<file path="config.mk">
export PLATFORM = sky130hd
export DESIGN_NAME = mem_access_unit
export DESIGN_NICKNAME = d
export VERILOG_FILES = /design/src/rtl/mem_access_unit.sv
export SDC_FILE = /design/constraint.sdc
export NUM_CORES = 1
export LEC_CHECK = 0
export CORE_MARGIN = 1
export CORE_UTILIZATION = 47
export CTS_CLUSTER_DIAMETER = 200
export DETAILED_ROUTE_END_ITERATION = 8
export PLACE_DENSITY = 0.84
export SLEW_MARGIN = 15
export SYNTH_ARGS = -nofsm -noshare
export SYNTH_HDL_FRONTEND = slang
export SYNTH_SLANG_ARGS = --single-unit
</file>
<file path="constraint.sdc">
create_clock -name clk -period 2.07 [get_ports clk]
set_input_delay 0.3105 -clock clk [delete_from_list [all_inputs] [get_ports clk]]
set_output_delay 0.3105 -clock clk [all_outputs]
set_load 0.01 [all_outputs]
</file>
<file path="src/rtl/mem_access_unit.sv">
// MEM stage of the pipelined MIPS datapath: runs a req/ack data-memory transaction
// with timeout, stalls upstream while it is outstanding, and registers the MEM/WB outputs.
module mem_access_unit #(
  parameter int TIMEOUT_CYCLES = 16
) (
  input  logic        clk,
  input  logic        Rst_n,
  input  logic [31:0] ALUResultIn,
  input  logic [31:0] MemDataIn,
  input  logic [4:0]  rdRegIn,
  input  logic        RegWriteIn,
  input  logic        MemReadIn,
  input  logic        MemWriteIn,
  input  logic        MemToRegIn,
  input  logic [1:0]  dataTypeIn,
  output logic        MemReq,
  output logic        MemWe,
  output logic [29:0] MemAddr,
  output logic [3:0]  MemByteEn,
  output logic [31:0] MemWData,
  input  logic [31:0] MemRData,
  input  logic        MemAck,
  output logic        Stall,
  output logic [31:0] WriteDataOut,
  output logic [4:0]  rdRegOut,
  output logic        RegWriteOut,
  output logic        AlignErr,
  output logic        BusErr
);

  typedef enum logic [1:0] {
    IDLE = 2'd0,
    WAIT = 2'd1,
    DONE = 2'd2
  } state_t;

  localparam logic [7:0] LAST_COUNT = 8'(TIMEOUT_CYCLES - 1);

  state_t      state_r;
  logic [7:0]  count_r;
  logic [31:0] ld_buf_r;
  logic        access_s;
  logic        is_load_s;
  logic        misalign_s;
  logic [3:0]  byte_en_s;
  logic [31:0] wdata_s;

  function automatic logic [31:0] load_extract(input logic [31:0] data,
                                               input logic [1:0]  off,
                                               input logic [1:0]  dt);
    logic [31:0] lane;
    lane = data >> {off, 3'b000};
    case (dt)
      2'b01:   load_extract = {{16{lane[15]}}, lane[15:0]};
      2'b10:   load_extract = {{24{lane[7]}}, lane[7:0]};
      2'b11:   load_extract = {24'h000000, lane[7:0]};
      default: load_extract = data;
    endcase
  endfunction

  assign access_s  = MemReadIn | MemWriteIn;
  assign is_load_s = MemReadIn & ~MemWriteIn;

  // Byte lanes, replicated store data and alignment check for the current access
  always_comb begin
    byte_en_s  = 4'b1111;
    wdata_s    = MemDataIn;
    misalign_s = 1'b0;
    case (dataTypeIn)
      2'b00: begin
        byte_en_s  = 4'b1111;
        wdata_s    = MemDataIn;
        misalign_s = (ALUResultIn[1:0] != 2'b00);
      end
      2'b01: begin
        byte_en_s  = 4'b0011 << ALUResultIn[1:0];
        wdata_s    = {2{MemDataIn[15:0]}};
        misalign_s = ALUResultIn[0];
      end
      default: begin
        byte_en_s  = 4'b0001 << ALUResultIn[1:0];
        wdata_s    = {4{MemDataIn[7:0]}};
        misalign_s = 1'b0;
      end
    endcase
  end

  // Reset is gated in so a transaction abandoned by reset releases the pipeline at once
  assign Stall = Rst_n & ((state_r == WAIT) ||
                          ((state_r == IDLE) && access_s && !misalign_s));

  // Transaction FSM with registered memory-side and writeback outputs
  always_ff @(posedge clk or negedge Rst_n) begin
    if (!Rst_n) begin
      state_r      <= IDLE;
      count_r      <= 8'd0;
      ld_buf_r     <= 32'd0;
      MemReq       <= 1'b0;
      MemWe        <= 1'b0;
      MemAddr      <= 30'd0;
      MemByteEn    <= 4'd0;
      MemWData     <= 32'd0;
      WriteDataOut <= 32'd0;
      rdRegOut     <= 5'd0;
      RegWriteOut  <= 1'b0;
      AlignErr     <= 1'b0;
      BusErr       <= 1'b0;
    end else begin
      AlignErr <= 1'b0;
      BusErr   <= 1'b0;
      case (state_r)
        IDLE: begin
          if (!access_s) begin
            WriteDataOut <= ALUResultIn;
            rdRegOut     <= rdRegIn;
            RegWriteOut  <= RegWriteIn;
          end else if (misalign_s) begin
            AlignErr     <= 1'b1;
            WriteDataOut <= ALUResultIn;
            rdRegOut     <= rdRegIn;
            RegWriteOut  <= 1'b0;
          end else begin
            state_r     <= WAIT;
            MemReq      <= 1'b1;
            MemWe       <= MemWriteIn;
            MemAddr     <= ALUResultIn[31:2];
            MemByteEn   <= byte_en_s;
            MemWData    <= wdata_s;
            count_r     <= 8'd0;
            RegWriteOut <= 1'b0;
          end
        end
        WAIT: begin
          RegWriteOut <= 1'b0;
          // An ack in the expiring cycle still wins over the timeout
          if (MemAck) begin
            MemReq   <= 1'b0;
            ld_buf_r <= MemRData;
            state_r  <= DONE;
          end else if (count_r >= LAST_COUNT) begin
            MemReq  <= 1'b0;
            BusErr  <= 1'b1;
            state_r <= IDLE;
          end else begin
            count_r <= count_r + 8'd1;
          end
        end
        DONE: begin
          WriteDataOut <= (MemToRegIn && is_load_s)
                          ? load_extract(ld_buf_r, ALUResultIn[1:0], dataTypeIn)
                          : ALUResultIn;
          rdRegOut     <= rdRegIn;
          RegWriteOut  <= RegWriteIn & ~MemWriteIn;
          state_r      <= IDLE;
        end
        default: begin
          state_r <= IDLE;
          MemReq  <= 1'b0;
        end
      endcase
    end
  end

endmodule

</file>
After elaboration in Yosys (flattened, before gate mapping)
Cells that the tools add are included.
Word-level totals
  register bits after elaboration: 150
  bits of input ports: 110
  output and inout port bits: 109
  word-level logic and storage cells: 87
Cells by class
  add/subtract/negate cells: 1
  $lt $le $gt $ge: 1
  eq/ne operators: 11
  shift operators: 3
  muxes and demuxes: 34
  bitwise gates (word level): 7
  reduce and logical (&&, ||, !) cells: 17
Operator list (number)
  $pmux W32 S2: 2
  $mux W32: 3
  $pmux W32 S3: 1
  $mux W8: 4
  $shr A32 B5 Y16: 1
  $pmux W8 S2: 1
  $mux W1: 11
  $mux W5: 2
  $pmux W5 S2: 1
  $add A8 B1 Y8 const B: 1
  $ge A8 B4 Y1 const B: 1
  $mux W2: 4
  $ne A2 B2 Y1 const B: 4
  $pmux W4 S2: 1
  $eq A2 B2 Y1 const B: 3
  $pmux W1 S3: 2
  $reduce_and A3 Y1: 2
  $reduce_bool A2 Y1: 3
  $reduce_and A5 Y1: 1
  $eq A2 B1 Y1 const B: 2
  $logic_not A2 Y1: 2
  $pmux W2 S2: 1
  $reduce_and A2 Y1: 2
  $reduce_and A4 Y1: 1
  other kinds (12): 18

Logic depth before layout (Yosys ltp)
  depth after elaboration: 6
  depth in mapped cells: 9
  mapped depth without buffers: 7

Worst setup path before layout
OpenSTA, ideal clock, no wires.
  path type: reg-to-reg
  start: reg state_r[0]
  end: reg WriteDataOut[0]
  library setup time: 0.121 ns
  arrival time: 1.780 ns
  required time: 1.949 ns
  slack: 0.169 ns
  cell stages (with the launch flop): 10
  path buffers: 3
  clock period less this slack: 1.901 ns
  cell sequence: dfrtp_1 -> inv_1 -> ha_1 -> clkbuf_1 -> mux2i_1 -> o21a_1 -> buf_6 -> buf_6 -> a21oi_1 -> a22o_1
On the way
  word-level cells in the longest chain between the ends: 3
  elaborated cells between the ends (all ways): 6
  those cells by class: eq/ne: 2; mux: 1; reduce/logical: 3
Ends and longest elaborated chain
  start, declared: line 39  | state_t state_r;
  start signal, assigned: line 95  | state_r <= IDLE;
  start signal, assigned: line 123  | state_r <= WAIT;
  start signal, assigned: line 139  | state_r <= DONE;
  $logic_not A2 Y1 or $eq A2 B2 Y1 (tied branches): line 111  | case (state_r)
  $ne A3 B3 Y1 (no source line) or $reduce_bool A2 Y1 (tied branches)
  $reduce_and A2 Y1 (no source line)
  end signal, assigned: line 114  | WriteDataOut <= ALUResultIn;
  end signal, assigned: line 119  | WriteDataOut <= ALUResultIn;
  end signal, assigned: line 149  | WriteDataOut <= (MemToRegIn && is_load_s)
  end, declared: line 24  | output logic [31:0] WriteDataOut,
Several ways; a longest one is shown, not always the timed one.
A chain may end at the register's enable or synchronous reset.

Worst setup path after layout
  start: reg state_r[1]
  end: out Stall
On the way
  word-level cells in the longest chain between the ends: 5
  elaborated cells between the ends (all ways): 6
  those cells by class: eq/ne: 1; bitwise: 1; reduce/logical: 4
Ends and longest elaborated chain
  $logic_not A2 Y1: line 90  | ((state_r == IDLE) && access_s && !misalign_s));
  $logic_and A1 B1 Y1 (2 in series): line 90
  $logic_or A1 B1 Y1 *: line 89  | assign Stall = Rst_n & ((state_r == WAIT) ||
  $and A1 B1 Y1 *: line 89
  end, declared: line 23  | output logic Stall,
Mark *: on every way between the ends. The rest lies on a longest branch, timed or not.

==> impl_metrics.tcl <==
set metrics [dict create \
    postCtsSetupBuffers 0 \
    setup_ws_ns 0.192 \
    n_antenna_cell 0 \
    totalWireLength_mm 20.5 \
    synth_area_um2 7070 \
    holdBufCountCts 0 \
    multi_input_area_um2 3070 \
    finalSetupViolations 0 \
    io_buffers 218 \
    die-height_um 125 \
    cts.sinks 150 \
    cp-startpoint "state_r[1]" \
    ff2ff_setup_slack_ns 0.20 \
    power_leakage_nw 4.44 \
    max_slew_margin_pct 39.9 \
    cts_buffer_depth 2 \
    via_count 6173 \
    core_area_um2 14600 \
    violations "negative hold slack" \
    path_class "register to primary output" \
    async_flop_share_pct 100 \
    grt_max_degree 151 \
    detail_route.wl_per_cell_um 18.7 \
    drive_gt1_share_pct 19.0 \
    r2r_start "count_r[4]" \
    routed-wl-met2_mm 9.89 \
    cp_data_required_time_ns 1.76 \
    fin_crit_sh_pct 90.7 \
    p_clk_share_pct 21.2 \
    grt_pass1_vias 6171 \
    drtPass1Iterations 4 \
    p_per_area_nw_per_um2 1470 \
    die_area_um2 15500 \
    grt_overflow 0 \
    final_cell_mix "clkdlybuf4s50_1, dfrtp_1, o21ai_0, mux2_2, nand2_1" \
    dr_wl_met3_mm 1.25 \
    rsz0062_at_grt "false" \
    cts.htree.levels 4 \
    drc 0 \
    synth-edff-count 0 \
    cap_violations 0 \
    io_pins 219 \
    crit_fanout 4 \
    grt_antenna_before_repair 0 \
    clock_latency_ns 0.43 \
    rows 44 \
    ys_seq_area_share_pct 53.1 \
    viasPerCell 5.62 \
    hold_class "primary input to async pin" \
    dp_slack_ns -0.216 \
    cts_buffers 17 \
    ff2ff_path_depth 5 \
    cts_root_buf "clkbuf_16" \
    layout_commonest_cell "clkdlybuf4s50_1" \
    drtAntennaViolNets 0 \
    crit_arrival_ns 1.57 \
    cp-end-kind "primary output" \
    tightestPinTransition_ns 0.902 \
    skew_ns 0.00676 \
    place_congestion 0.871 \
    critPathLaunchType "register" \
    final_cells 1098 \
    syn-num-nets 773 \
    outcome "complete, but fails checks" \
    yosysUniqueCellTypes 53 \
    combPwrFrac_pct 44.3 \
    final.min_clock_period_ns 1.88 \
    fmax_mhz 533 \
    syn_area_per_cell_um2 10.7 \
    synthCells 658 \
    hold_violations 25 \
    clk_pin_slew_ns 0.06 \
    nets 1016 \
    hpwl_mm 14.5 \
    cellInternalPower_w 0.0101 \
    track_usage_pct 27.2 \
    cp-endpoint "Stall" \
    placed_area_um2 9740 \
    drt_iter0_markers 468 \
    met1Wirelength_mm 8.69 \
    die_w_um 125 \
    initial_core_util_pct 48.4 \
    seqPwrFrac_pct 34.6 \
    synth_warnings 0 \
    topRoutingLayerUsed "met4" \
    p_sw_share_pct 33.7 \
    postLayoutCoreUtil_pct 71.1 \
    ys_ff_latch 150 \
    grt_pass1_wl_mm 33.1 \
    timing.rr.end "count_r[7]" \
    timing.hold.ws_ns -0.0818 \
    slew_viol_final 0 \
    cts_tree "yes" \
    regArea_um2 3750 \
    synthToLayoutAreaGrowth_pct 46.7 \
    synthFlopType "dfrtp_1" \
    place_inst 1066 \
    p_sw_w 0.00513 \
    final.fill_count 1046 \
    vdd_drop_max_v 0.000686 \
    finalInstanceArea_um2 10400 \
]
[worst min path at each step]
stage,slack (ns),from,endpoint,cells past startpoint
floorplan,0.01,Rst_n,AlignErr,0
global placement,0.45,rdRegOut[3],rdRegOut[3],2
detailed placement,0.46,rdRegOut[0],rdRegOut[0],2
CTS,0.07,Rst_n,MemAddr[5],2
global route,0.1,Rst_n,MemAddr[5],2
finish,-0.08,Rst_n,rdRegOut[2],2
[synthesized netlist by cell type (3+ instances only)]
cell        n  area (um2)
buf_6       4        45.0
a31oi_1     4        25.0
buf_2      21         105
o21a_1      4        30.0
a22oi_1     9        67.6
o221ai_1    5        43.8
buf_4       4        30.0
clkbuf_1   14        52.6
nor2_1     57         214
a21oi_1    36         180
nor2b_1     4        25.0
mux2_2     73         822
and3_1      6        37.5
nand2b_1    7        43.8
ha_1        5        62.6
o21ai_1    14        70.1
o31ai_1     3        22.5
buf_1       3        11.3
mux2i_1    29         290
inv_1       6        22.5
dfrtp_1   150        3750
a22o_1      5        43.8
o21ai_2     3        26.3
a221o_1     5        50.1
o21ai_0    78         390
nand3_1     6        30.0
nand2_1    70         263
[power groups by stage]
stage | clock network, W | logic, W | registers (W)
floorplan | 0 | 0.00278 | 0.00558
global placement | 0 | 0.00648 | 0.00521
detailed placement | 0 | 0.00666 | 0.00528
CTS | 0.00327 | 0.00676 | 0.00525
global route | 0.00340 | 0.00721 | 0.00544
finish | 0.00322 | 0.00674 | 0.00526
[metrics by stage]
stage | TNS (ns) | power (W)
after floorplan | 0 | 0.00836
after global placement | -4.15 | 0.0117
after detailed placement | -5.88 | 0.0119
after CTS | 0 | 0.0153
after global routing | 0 | 0.0161
final | 0 | 0.0152
[registers in the layout (all words and copies together), names as in the netlist]
signal        flops
RegWriteOut       1
ld_buf_r         32
count_r           8
MemReq            1
AlignErr          1
BusErr            1
MemWe             1
MemByteEn         4
WriteDataOut     32
MemAddr          30
state_r           2
rdRegOut          5
MemWData         32
[critical path, stage by stage (launching register included)]
cell      delay, ns
dfrtp_1        0.37
inv_1          0.11
ha_2           0.22
inv_1          0.11
a21boi_1       0.17
clkbuf_2       0.16
[routing by layer]
metal	GRT usage (%)	up-vias
li1	-	2849
met1	36.0	3027
met2	43.0	240
met3	5.20	57
met4	13.3	0
met5	0	-
[final cells by class]
type	instances	share of cell area, %
Sequential cell	150	36.2
Clock buffer	19	4.18
Multi-Input combinational cell	455	29.6
Inverter	7	0.253
Clock inverter	13	1.75
Timing Repair Buffer	270	25.8
Tap cell	184	2.22
[timing repair]
| item | 4_1_cts | 5_1_grt |
|---|---|---|
| cloned | 0 | 0 |
| setup endpoints to repair | 1 | 4 |
| pin swaps | 0 | 0 |
| resized for setup | 5 | 4 |
[cell families after synthesis]
group / count (synthesis) / synth area share (%)
AOI/OAI and AO/OA: 186 / 16.2
adders and majority gates: 5 / 0.885
buffers and inverters: 53 / 3.82
DFF: 150 / 53.1
muxes: 103 / 16.1
and+or+nand+nor: 161 / 9.93
No activity file was read; power rests on OpenSTA's default activity.
